--- config.mk ---
export PLATFORM = sky130hd
export DESIGN_NAME = bht_sat_table_flat
export DESIGN_NICKNAME = d
export VERILOG_FILES = /design/src/rtl/bht_sat_table_if.sv /design/src/rtl/bht_sat_table.sv /design/src/flat_wrapper.sv
export SDC_FILE = /design/constraint.sdc
export NUM_CORES = 1
export LEC_CHECK = 0
export ABC_AREA = 1
export CORE_AREA = 4 4 129 131
export CTS_CLUSTER_SIZE = 16
export DETAILED_ROUTE_END_ITERATION = 16
export DIE_AREA = 0 0 133 135
export GPL_ROUTABILITY_DRIVEN = 0
export PLACE_DENSITY = 0.7
export SLEW_MARGIN = 40
export SYNTH_ARGS = -nofsm -noshare
export SYNTH_HDL_FRONTEND = slang
export SYNTH_SLANG_ARGS = --single-unit
--- constraint.sdc ---
create_clock -name clk -period 6.75 [get_ports clk]
set_input_delay 1.6875 -clock clk [delete_from_list [all_inputs] [get_ports clk]]
set_output_delay 1.6875 -clock clk [all_outputs]
set_load 0.005 [all_outputs]
--- src/rtl/bht_sat_table_if.sv ---
// Predict/update bus between the fetch/execute stages and the branch history table.
// BHT_GSHARE_EN adds the global-history fields pred_ghr/upd_ghr.
interface bht_sat_table_if #(
   parameter int WIDTH = 2
`ifdef BHT_GSHARE_EN
   , parameter int INDEX_BITS = 6
`endif
);
   logic             pred_valid;
   logic [31:0]      pred_pc;
   logic             pred_out_valid;
   logic             pred_taken;
   logic [WIDTH-1:0] pred_ctr;
   logic             upd_valid;
   logic [31:0]      upd_pc;
   logic             upd_taken;
   logic             busy;
`ifdef BHT_GSHARE_EN
   logic [INDEX_BITS-1:0] pred_ghr;
   logic [INDEX_BITS-1:0] upd_ghr;

   modport master (
      output pred_valid, pred_pc, upd_valid, upd_pc, upd_taken, upd_ghr,
      input  pred_out_valid, pred_taken, pred_ctr, busy, pred_ghr
   );
   modport slave (
      input  pred_valid, pred_pc, upd_valid, upd_pc, upd_taken, upd_ghr,
      output pred_out_valid, pred_taken, pred_ctr, busy, pred_ghr
   );
`else
   modport master (
      output pred_valid, pred_pc, upd_valid, upd_pc, upd_taken,
      input  pred_out_valid, pred_taken, pred_ctr, busy
   );
   modport slave (
      input  pred_valid, pred_pc, upd_valid, upd_pc, upd_taken,
      output pred_out_valid, pred_taken, pred_ctr, busy
   );
`endif
endinterface

--- src/rtl/bht_sat_table.sv ---
// Branch history table of 2^INDEX_BITS saturating counters with registered predict,
// single-edge update, same-cycle bypass and an init sweep. Optional macro: BHT_GSHARE_EN.
module bht_sat_table #(
   parameter int               WIDTH      = 2,
   parameter int               INDEX_BITS = 6,
   parameter logic [WIDTH-1:0] INIT_VAL   = {1'b0, {(WIDTH-1){1'b1}}}
) (
   input logic             clk,
   input logic             rst_n,
   bht_sat_table_if.slave  bht
);
   localparam int                    DEPTH    = 1 << INDEX_BITS;
   localparam logic [WIDTH-1:0]      CTR_MAX  = {WIDTH{1'b1}};
   localparam logic [WIDTH-1:0]      CTR_ZERO = {WIDTH{1'b0}};
   localparam logic [WIDTH-1:0]      CTR_ONE  = {{(WIDTH-1){1'b0}}, 1'b1};
   localparam logic [INDEX_BITS-1:0] PTR_ZERO = {INDEX_BITS{1'b0}};
   localparam logic [INDEX_BITS-1:0] PTR_ONE  = {{(INDEX_BITS-1){1'b0}}, 1'b1};
   localparam logic [INDEX_BITS-1:0] PTR_LAST = {INDEX_BITS{1'b1}};

   typedef enum logic [0:0] {
      ST_INIT = 1'b0,
      ST_RUN  = 1'b1
   } state_t;

   function automatic logic [WIDTH-1:0] sat_step(input logic [WIDTH-1:0] cur, input logic up);
      logic [WIDTH-1:0] result;
      if (up) begin
         result = (cur == CTR_MAX) ? cur : cur + CTR_ONE;
      end else begin
         result = (cur == CTR_ZERO) ? cur : cur - CTR_ONE;
      end
      return result;
   endfunction

   state_t                r_state;
   state_t                w_state_nxt;
   logic [INDEX_BITS-1:0] r_ptr;
   logic [WIDTH-1:0]      r_table [DEPTH];
   logic                  r_pred_out_valid;
   logic                  r_pred_taken;
   logic [WIDTH-1:0]      r_pred_ctr;
   logic [INDEX_BITS-1:0] w_pred_idx;
   logic [INDEX_BITS-1:0] w_upd_idx;
   logic [WIDTH-1:0]      w_upd_new;
   logic [WIDTH-1:0]      w_pred_val;
   logic                  w_bypass;
   logic                  w_run;
   logic                  w_unused_pc;

   assign w_run = (r_state == ST_RUN);
   assign w_unused_pc = ^{bht.pred_pc[31:INDEX_BITS+2], bht.pred_pc[1:0],
                          bht.upd_pc[31:INDEX_BITS+2], bht.upd_pc[1:0]};

`ifdef BHT_GSHARE_EN
   logic [INDEX_BITS-1:0] r_ghr;
   logic [INDEX_BITS-1:0] r_pred_ghr;

   assign w_pred_idx   = bht.pred_pc[INDEX_BITS+1:2] ^ r_ghr;
   assign w_upd_idx    = bht.upd_pc[INDEX_BITS+1:2] ^ bht.upd_ghr;
   assign bht.pred_ghr = r_pred_ghr;

   // Global history: cleared by reset, pinned to zero while sweeping.
   always_ff @(posedge clk) begin
      if (!rst_n) begin
         r_ghr <= PTR_ZERO;
      end else if (!w_run) begin
         r_ghr <= PTR_ZERO;
      end else if (bht.upd_valid) begin
         r_ghr <= {r_ghr[INDEX_BITS-2:0], bht.upd_taken};
      end else begin
         r_ghr <= r_ghr;
      end
   end

   // History that produced the registered prediction.
   always_ff @(posedge clk) begin
      if (!rst_n) begin
         r_pred_ghr <= PTR_ZERO;
      end else if (w_run && bht.pred_valid) begin
         r_pred_ghr <= r_ghr;
      end else begin
         r_pred_ghr <= r_pred_ghr;
      end
   end
`else
   assign w_pred_idx = bht.pred_pc[INDEX_BITS+1:2];
   assign w_upd_idx  = bht.upd_pc[INDEX_BITS+1:2];
`endif

   assign w_upd_new = sat_step(r_table[w_upd_idx], bht.upd_taken);
   assign w_bypass  = bht.upd_valid && (w_pred_idx == w_upd_idx);

   // A colliding update forwards its new value so the prediction is never stale.
   always_comb begin
      w_pred_val = r_table[w_pred_idx];
      if (w_bypass) begin
         w_pred_val = w_upd_new;
      end else begin
         w_pred_val = r_table[w_pred_idx];
      end
   end

   // Sweep ends after the write to the last entry.
   always_comb begin
      w_state_nxt = r_state;
      case (r_state)
         ST_INIT: begin
            if (r_ptr == PTR_LAST) begin
               w_state_nxt = ST_RUN;
            end else begin
               w_state_nxt = ST_INIT;
            end
         end
         ST_RUN:  w_state_nxt = ST_RUN;
         default: w_state_nxt = ST_INIT;
      endcase
   end

   // State and sweep pointer; the pointer wraps back to zero as the sweep completes.
   always_ff @(posedge clk) begin
      if (!rst_n) begin
         r_state <= ST_INIT;
         r_ptr   <= PTR_ZERO;
      end else begin
         r_state <= w_state_nxt;
         r_ptr   <= w_run ? r_ptr : r_ptr + PTR_ONE;
      end
   end

   // Table storage is deliberately not cleared by reset; the sweep rewrites it.
   always_ff @(posedge clk) begin
      if (rst_n) begin
         if (!w_run) begin
            r_table[r_ptr] <= INIT_VAL;
         end else if (bht.upd_valid) begin
            r_table[w_upd_idx] <= w_upd_new;
         end
      end
   end

   // Registered prediction; value fields hold while no request is accepted.
   always_ff @(posedge clk) begin
      if (!rst_n) begin
         r_pred_out_valid <= 1'b0;
         r_pred_taken     <= 1'b0;
         r_pred_ctr       <= CTR_ZERO;
      end else if (w_run && bht.pred_valid) begin
         r_pred_out_valid <= 1'b1;
         r_pred_taken     <= w_pred_val[WIDTH-1];
         r_pred_ctr       <= w_pred_val;
      end else begin
         r_pred_out_valid <= 1'b0;
         r_pred_taken     <= r_pred_taken;
         r_pred_ctr       <= r_pred_ctr;
      end
   end

   assign bht.pred_out_valid = r_pred_out_valid;
   assign bht.pred_taken     = r_pred_taken;
   assign bht.pred_ctr       = r_pred_ctr;
   assign bht.busy           = ~w_run;
endmodule
--- src/flat_wrapper.sv ---
// flat-port wrapper written by rule: the top's interface ports become plain ports
module bht_sat_table_flat 
#(
   parameter int               WIDTH      = 2,
   parameter int               INDEX_BITS = 6,
   parameter logic [WIDTH-1:0] INIT_VAL   = {1'b0, {(WIDTH-1){1'b1}}}
)
  (clk, rst_n, bht_pred_valid, bht_pred_pc, bht_upd_valid, bht_upd_pc, bht_upd_taken, bht_pred_out_valid, bht_pred_taken, bht_pred_ctr, bht_busy);
  bht_sat_table_if #(.WIDTH(WIDTH)) bht_i ();
  input logic clk;
  input logic rst_n;
  input wire logic [$bits(bht_i.pred_valid)-1:0] bht_pred_valid;
  input wire logic [$bits(bht_i.pred_pc)-1:0] bht_pred_pc;
  input wire logic [$bits(bht_i.upd_valid)-1:0] bht_upd_valid;
  input wire logic [$bits(bht_i.upd_pc)-1:0] bht_upd_pc;
  input wire logic [$bits(bht_i.upd_taken)-1:0] bht_upd_taken;
  output wire logic [$bits(bht_i.pred_out_valid)-1:0] bht_pred_out_valid;
  output wire logic [$bits(bht_i.pred_taken)-1:0] bht_pred_taken;
  output wire logic [$bits(bht_i.pred_ctr)-1:0] bht_pred_ctr;
  output wire logic [$bits(bht_i.busy)-1:0] bht_busy;
  assign bht_i.pred_valid = bht_pred_valid;
  assign bht_i.pred_pc = bht_pred_pc;
  assign bht_i.upd_valid = bht_upd_valid;
  assign bht_i.upd_pc = bht_upd_pc;
  assign bht_i.upd_taken = bht_upd_taken;
  assign bht_pred_out_valid = bht_i.pred_out_valid;
  assign bht_pred_taken = bht_i.pred_taken;
  assign bht_pred_ctr = bht_i.pred_ctr;
  assign bht_busy = bht_i.busy;
  bht_sat_table #(.WIDTH(WIDTH), .INDEX_BITS(INDEX_BITS), .INIT_VAL(INIT_VAL)) u_core (.clk(clk), .rst_n(rst_n), .bht(bht_i));
endmodule
==> summary.txt, run 1 <==
RUN STATUS
--------------------------------------------------------------------------------------
Outcome                                                                      completed

FLOORPLAN
--------------------------------------------------------------------------------------
Placeable core region                                                        15600 um2
Die area                                                                     18000 um2
Die outline width                                                               133 um
Row count                                                                           46
Count of boundary I/O pins                                                          74
Die height                                                                      135 um
Initial cell density of the core                                                 48.6%

PWR
--------------------------------------------------------------------------------------
Cell Int Power                                                                 1600 uW
Clock Power Share                                                                46.7%
Combinational fraction of design power                                            8.8%
Switching power                                                                 476 uW
Leakage power of the design                                                 0.00320 uW
Net Sw Frac                                                                      22.9%
Register share of total power                                                    44.5%
Power density over the cells                                                247 nW/um2
Power after layout                                                             2080 uW
Worst IR Drop VDD                                                               196 uV

SYNTHESIS
--------------------------------------------------------------------------------------
Sequential cell area fraction in the yosys report                                53.4%
Largest cells by area after synthesis                                     edfxtp_1 (51%), nand2_1 (15%), nand3_1 (13%)
Post-synthesis async set-or-reset flop share                                        0%
Post-synth design cell area                                                   7580 um2
Most frequently used cell type in the post-synthesis netlist                   nand2_1
Area share of the largest cell type after synthesis                              50.7%
Syn_nets                                                                           967
Cells after synthesis                                                              897
Number of flops mapped to enable cells by yosys                                    128
Number of distinct standard cells referenced by the synthesized netlist             36
Synthesized area per cell                                                     8.45 um2
Largest area contributor in the synthesized netlist                           edfxtp_1
Number of flip-flops and latches in the synthesized netlist                        138
Prevailing post-synth register cell                                           edfxtp_1
Ranking of synthesized cells by instance count                            nand2_1 (302), nand3_1 (203), edfxtp_1 (128)
Number of warnings issued by yosys                                                   0

PLACED DESIGN
--------------------------------------------------------------------------------------
Buffers added on ports                                                              21
Detailed Place HPWL                                                           12400 um

GLOBAL ROUTING
--------------------------------------------------------------------------------------
Number of antenna violations at the first check in global routing                    0
First-pass GRT wire length                                                    33400 um
GRT overflow                                                                         0
All-Layer GR Usage                                                               24.3%
Via count of the first global-routing pass                                        6170
Largest net degree at the start of global routing                                   69

STA
--------------------------------------------------------------------------------------
F_max                                                                          223 MHz
Finish-stage setup viols                                                             0
Relative slew margins                                                            45.3%
Tmin final                                                                     4480 ps
Final clock skew                                                               10.8 ps
Unrepaired setup endpoints after global routing                                  false
Post-Route Setup TNS                                                              0 ps
Worst slew pin tran                                                             821 ps
Post-route fraction of the period consumed by the critical path                  66.4%
Final count of hold timing violations                                                0
Max-slew violation total from the final report                                       0

FINAL LAYOUT
--------------------------------------------------------------------------------------
FILL cells                                                                        1418
Synth-to-layout area growth                                                      11.3%
Post-layout util                                                                 54.1%
Number of antenna repair diodes                                                      0
Nets@finish                                                                        963
Proportion of layout cells with a drive suffix above 1                           9.16%

ROUTE
--------------------------------------------------------------------------------------
Number of vias in the routed layout                                               6534
DRC violations left                                                                  0
Remaining number of nets flagged by the antenna check after routing                  0
Number of detailed-route iterations in the first pass                                6
Post-DR vias/cell                                                                 5.82
DRT Wirelength                                                                21200 um
Violation count after the first detailed-routing iteration                         844
Per-cell routed wire length                                                    18.9 um

CLOCK NETWORK
--------------------------------------------------------------------------------------
Root buffer cell                                                             clkbuf_16
CTS-repair resized insts                                                             0
Max Root-Sink Buffers                                                                2
Hold_buf cts                                                                         0
CTS clock-pin slew for the worst setup and hold paths                            50 ps
CTS sink cnt                                                                       138
Post-CTS setup buffer count                                                          0
TritonCTS Buffers                                                                   17
Number of levels the H-tree was split into                                           4
Clock latency on the worst-skew pair                                            430 ps
CTS tree                                                                         built

SETUP PATH
--------------------------------------------------------------------------------------
Critical path endpoint category                                               register
Sort of element at the start of the critical path                            input pin
Critical path class                                                          in -> reg
Highest fanout seen on the critical path                                            33
Endpoint arrival time on the critical path                                     4630 ps
Data required time of the worst path                                           6900 ps

MIN PATH
--------------------------------------------------------------------------------------
Worst hold-check path type                                                  reg -> reg

JOB
--------------------------------------------------------------------------------------
Number of max-cap violations                                                         0

[placed cells by master, fill, tap and decap left out, types with 2 or more instances in the layout]
cell and count:
buf_4 10, edfxtp_1 128, o21ai_0 19, a21oi_1 12, nor4_1 3, nand3_1 202
inv_1 15, nand4_2 6, nor3_1 3, nand2_1 302, nor2_1 82, clkinv_2 4
o21ai_4 3, nand4_1 2, o21ai_1 5, nor4_2 8, dfxtp_1 10, clkinv_1 3
inv_2 13, nand3_2 2, bufinv_16 3, nor2_4 2, buf_2 2, clkbuf_8 5
clkbuf_1 3, o22ai_1 9, or2_2 2, inv_4 2, clkdlybuf4s50_1 19, clkbuf_16 17
[power by group through the flow]
stage	clock, uW	sequential [uW]	combinational, uW
after global placement	0	944	177
after floorplan	0	943	127
after detailed placement	0	944	177
after global routing	1010	926	197
final	970	926	183
after CTS	972	926	179
[registers in the layout, indices dropped and copies added (netlist names)]
| signal | cells |
|---|---|
| u_core.r_state | 1 |
| u_core.bht.pred_ctr | 2 |
| u_core.r_table | 128 |
| u_core.r_ptr | 6 |
| u_core.bht.pred_out_valid | 1 |
[final timing paths]
path | startpoint | to | slack, ps | cells after the start
setup / recovery | bht_upd_pc[3] | u_core.r_table[23][0]$_DFFE_PP_ | 2270 | 12
hold / removal | u_core.bht.pred_ctr[0]$_SDFFE_PN0P_ | u_core.bht.pred_ctr[0]$_SDFFE_PN0P_ | 460 | 2
setup reg to reg | u_core.r_state$_SDFF_PN0_ | u_core.r_table[38][1]$_DFFE_PP_ | 4060 | 6
hold reg to reg | u_core.bht.pred_ctr[0]$_SDFFE_PN0P_ | u_core.bht.pred_ctr[0]$_SDFFE_PN0P_ | 460 | 2
[routing by layer]
metal	track usage (%)	share of wire, %
met2	37.7	43
met5	0	0
met1	31.8	41
met4	13.2	3.8
met3	5.48	12
[metrics by stage]
step | hold WS, ps | std cells | setup WS, ps | area [um2]
2_1_floorplan | 453 | 897 | 2060 | 7580
3_3_place_gp | 454 | 1090 | 1890 | 7810
3_5_place_dp | 458 | 1090 | 1870 | 7810
4_1_cts | 467 | 1122 | 2300 | 8430
5_1_grt | 501 | 1122 | 2030 | 8430
6_report | 462 | 1122 | 2270 | 8430
[critical path, cell delays in order]
cell	delay, ps
clkdlybuf4s50_1	440
inv_2	580
nand3_1	220
nand3_1	130
nand2_1	90
nand2_1	80
nand3_1	80
nand3_1	110
nand3b_1	110
nand2_1	100
nand3_2	550
buf_4	460
[area by class of cell]
class | instances | area (um2) | area share [%]
Clock inverter | 7 | 114 | 1.35
Sequential cell | 138 | 4040 | 48.0
Inverter | 34 | 134 | 1.59
Clock buffer | 25 | 505 | 5.99
Timing Repair Buffer | 31 | 275 | 3.26
Tap cell | 216 | 270 | 3.21
Multi-Input combinational cell | 671 | 3090 | 36.6
[cells by family after synthesis]
kind of cell	share of synthesized area, %
DFF	53.4
AOI/OAI and AO/OA	4.29
xor gates and xnor gates	0.116
and+or+nand+nor	36.0
adders and majority gates	0.165
buffers and inverters	6.01
No activity file was read; power rests on OpenSTA's default activity.
==> run 2, diff against run 1 <==
==> constraint.sdc (replaced) <==
create_clock -name clk -period 4.45 [get_ports clk]
set_input_delay 1.1125 -clock clk [delete_from_list [all_inputs] [get_ports clk]]
set_output_delay 1.1125 -clock clk [all_outputs]
set_load 0.005 [all_outputs]
==> run 2 against run 1 <==
  * Sequential power rose by 52%
  * Wire length increased by 1.2%
  * Clock power rose by 51%
  * First-iteration DRC count down 0.71%
  * Power increased by 52%
  * Clock skew about the same
  * Die area did not move
  * Largest power group unchanged
  * Register-to-register slack got worse by 2100 ps
  * Count of clock-buffer cells in the layout down 6
  * Critical endpoint is now u_core.r_table[61][1]$_DFFE_PP_
==> summary.txt, run 2 (synthesis gave the netlist of run 1 again) <==
SETUP PATH
----------------------------------------------------------------------------------
Capture point of the worst path                                       u_core.r_table[61][1]$_DFFE_PP_
Capture instance of the worst register-to-register path               u_core.r_table[62][0]$_DFFE_PP_
Beginning of the critical path                                        bht_upd_pc[3]
Critical path endpoint category                                           register
Startpoint of the lowest-slack register-to-register path              u_core.r_state$_SDFF_PN0_
Endpoint arrival time on the critical path                                 3510 ps
Highest fanout seen on the critical path                                        32
Setup slack of the most critical reg-to-reg path                           1950 ps
Sort of element at the start of the critical path                        input pin
R2R depth                                                                        7
Data required time of the worst path                                       4590 ps
Critical path class                                                      in -> reg

PWR
----------------------------------------------------------------------------------
Worst IR Drop VDD                                                           275 uV
Power density over the cells                                            370 nW/um2
Clock Power Share                                                            46.4%
Register share of total power                                                44.5%
Net Sw Frac                                                                  23.4%
Combinational fraction of design power                                        9.1%
Leakage power of the design                                             0.00325 uW
Switching power                                                             740 uW
Cell Int Power                                                             2420 uW

CLOCK NETWORK
----------------------------------------------------------------------------------
CTS sink cnt                                                                   138
Post-CTS setup buffer count                                                      0
CTS-repair resized insts                                                         0
TritonCTS Buffers                                                               17
CTS clock-pin slew for the worst setup and hold paths                        60 ps
Root buffer cell                                                         clkbuf_16
Number of levels the H-tree was split into                                       4
Hold_buf cts                                                                     0
CTS tree                                                                     built
Clock latency on the worst-skew pair                                        440 ps
Max Root-Sink Buffers                                                            2

FLOORPLAN
----------------------------------------------------------------------------------
Count of boundary I/O pins                                                      74
Placeable core region                                                    15600 um2
Row count                                                                       46
Die height                                                                  135 um
Initial cell density of the core                                             48.6%
Die area                                                                 18000 um2
Die outline width                                                           133 um

FINAL LAYOUT
----------------------------------------------------------------------------------
Most common cell after layout, fill and taps aside                         nand2_1
Final std cell area, no fill                                              8540 um2
FILL cells                                                                    1417
Post-layout util                                                             54.7%
Nets@finish                                                                    974
Number of antenna repair diodes                                                  0
Register with the most flip-flops                                     u_core.r_table
Flip-flop count of the largest register after layout                           128
Proportion of layout cells with a drive suffix above 1                       10.1%
Synth-to-layout area growth                                                  12.7%
Most used cells in the layout excluding fill and tap cells            nand2_1 (302), nand3_1 (202), edfxtp_1 (128)

JOB
----------------------------------------------------------------------------------
Number of max-cap violations                                                     0

STA
----------------------------------------------------------------------------------
F_max                                                                      296 MHz
Tmin final                                                                 3380 ps
Post-route worst setup slack                                               1070 ps
Post-Route Setup TNS                                                          0 ps
Hold Slack                                                                  471 ps
Final clock skew                                                           10.7 ps
Max-slew violation total from the final report                                   0
Worst slew pin tran                                                         790 ps
Unrepaired setup endpoints after global routing                              false
Finish-stage setup viols                                                         0
Relative slew margins                                                        47.3%
Post-route fraction of the period consumed by the critical path              75.9%
Final count of hold timing violations                                            0

GLOBAL ROUTING
----------------------------------------------------------------------------------
GRT overflow                                                                     0
First-pass GRT wire length                                                33100 um
Number of antenna violations at the first check in global routing                0
Grt met2 use                                                                 40.3%
Grt met3 use                                                                 4.84%
Via count of the first global-routing pass                                    6382
Most utilized layer in the global route result                                met2
Largest net degree at the start of global routing                               69
Met1 demand-to-capacity share in global routing                              30.6%
All-Layer GR Usage                                                           24.4%

PLACED DESIGN
----------------------------------------------------------------------------------
Buffers added on ports                                                          21
Detailed Place HPWL                                                       13200 um
Placement Cell Area                                                       7930 um2
Post-place setup slack                                                      688 ps

ROUTE
----------------------------------------------------------------------------------
DRT Wirelength                                                            21400 um
Number of vias in the routed layout                                           6599
DRC violations left                                                              0
Number of detailed-route iterations in the first pass                            5
Post-DR vias/cell                                                             5.82
Per-cell routed wire length                                                18.9 um
Violation count after the first detailed-routing iteration                     838
Remaining number of nets flagged by the antenna check after routing              0

RUN STATUS
----------------------------------------------------------------------------------
Outcome                                                                  completed

MIN PATH
----------------------------------------------------------------------------------
Worst hold-check path type                                              reg -> reg

run 2: how the worst min path moves through the flow:
stage	startpoint	to	slack (ps)	cells after the start
finish	u_core.bht.pred_ctr[0]$_SDFFE_PN0P_	u_core.bht.pred_ctr[0]$_SDFFE_PN0P_	470	2
global route	u_core.bht.pred_ctr[0]$_SDFFE_PN0P_	u_core.bht.pred_ctr[0]$_SDFFE_PN0P_	490	2
CTS	u_core.bht.pred_ctr[0]$_SDFFE_PN0P_	u_core.bht.pred_ctr[0]$_SDFFE_PN0P_	470	2
detailed placement	u_core.bht.pred_ctr[0]$_SDFFE_PN0P_	u_core.bht.pred_ctr[0]$_SDFFE_PN0P_	460	2
global placement	u_core.bht.pred_ctr[0]$_SDFFE_PN0P_	u_core.bht.pred_ctr[0]$_SDFFE_PN0P_	460	2
floorplan	u_core.r_ptr[4]$_SDFFE_PN0N_	u_core.r_state$_SDFF_PN0_	450	2
run 2: critical path, stage by stage:
cell and delay, ps:
clkdlybuf4s50_1 500, buf_4 330, buf_4 310, nand3_1 120
nand3_1 100, nand2_1 90, nand2_1 60, nand3_1 80
nand3_1 140, nand2_1 60, nand2_1 110, nand2_1 60
nand2_1 110, nor2_4 40, buf_4 240
run 2: cell type report:
class / instances / area, um2 / area share [%]
inverters: 34 / 129 / 1.51
multi-input cells: 671 / 3090 / 36.2
clock buffers: 19 / 433 / 5.07
well taps: 216 / 270 / 3.17
repair buffers: 42 / 395 / 4.63
flip-flops and latches: 138 / 4040 / 47.4
clock inverters: 13 / 175 / 2.05
run 2: power by group through the flow:
stage	Clock, uW	Sequential, uW	Combinational [uW]
3_3_place_gp	0	1430	278
5_1_grt	1530	1400	309
3_5_place_dp	0	1430	279
4_1_cts	1470	1400	282
2_1_floorplan	0	1430	193
6_report	1460	1410	288
run 2: layer usage:
metal | part of all wire, % | routed length (um)
met5 | 0 | 0
met4 | 3.2 | 690
met3 | 10 | 2140
met2 | 47 | 10100
met1 | 39 | 8450
run 2: metrics by stage:
| step | cells | power, uW |
|---|---|---|
| after detailed placement | 1101 | 1710 |
| after CTS | 1133 | 3150 |
| final | 1133 | 3160 |
| after global routing | 1133 | 3240 |
| after global placement | 1101 | 1710 |
| after floorplan | 897 | 1620 |
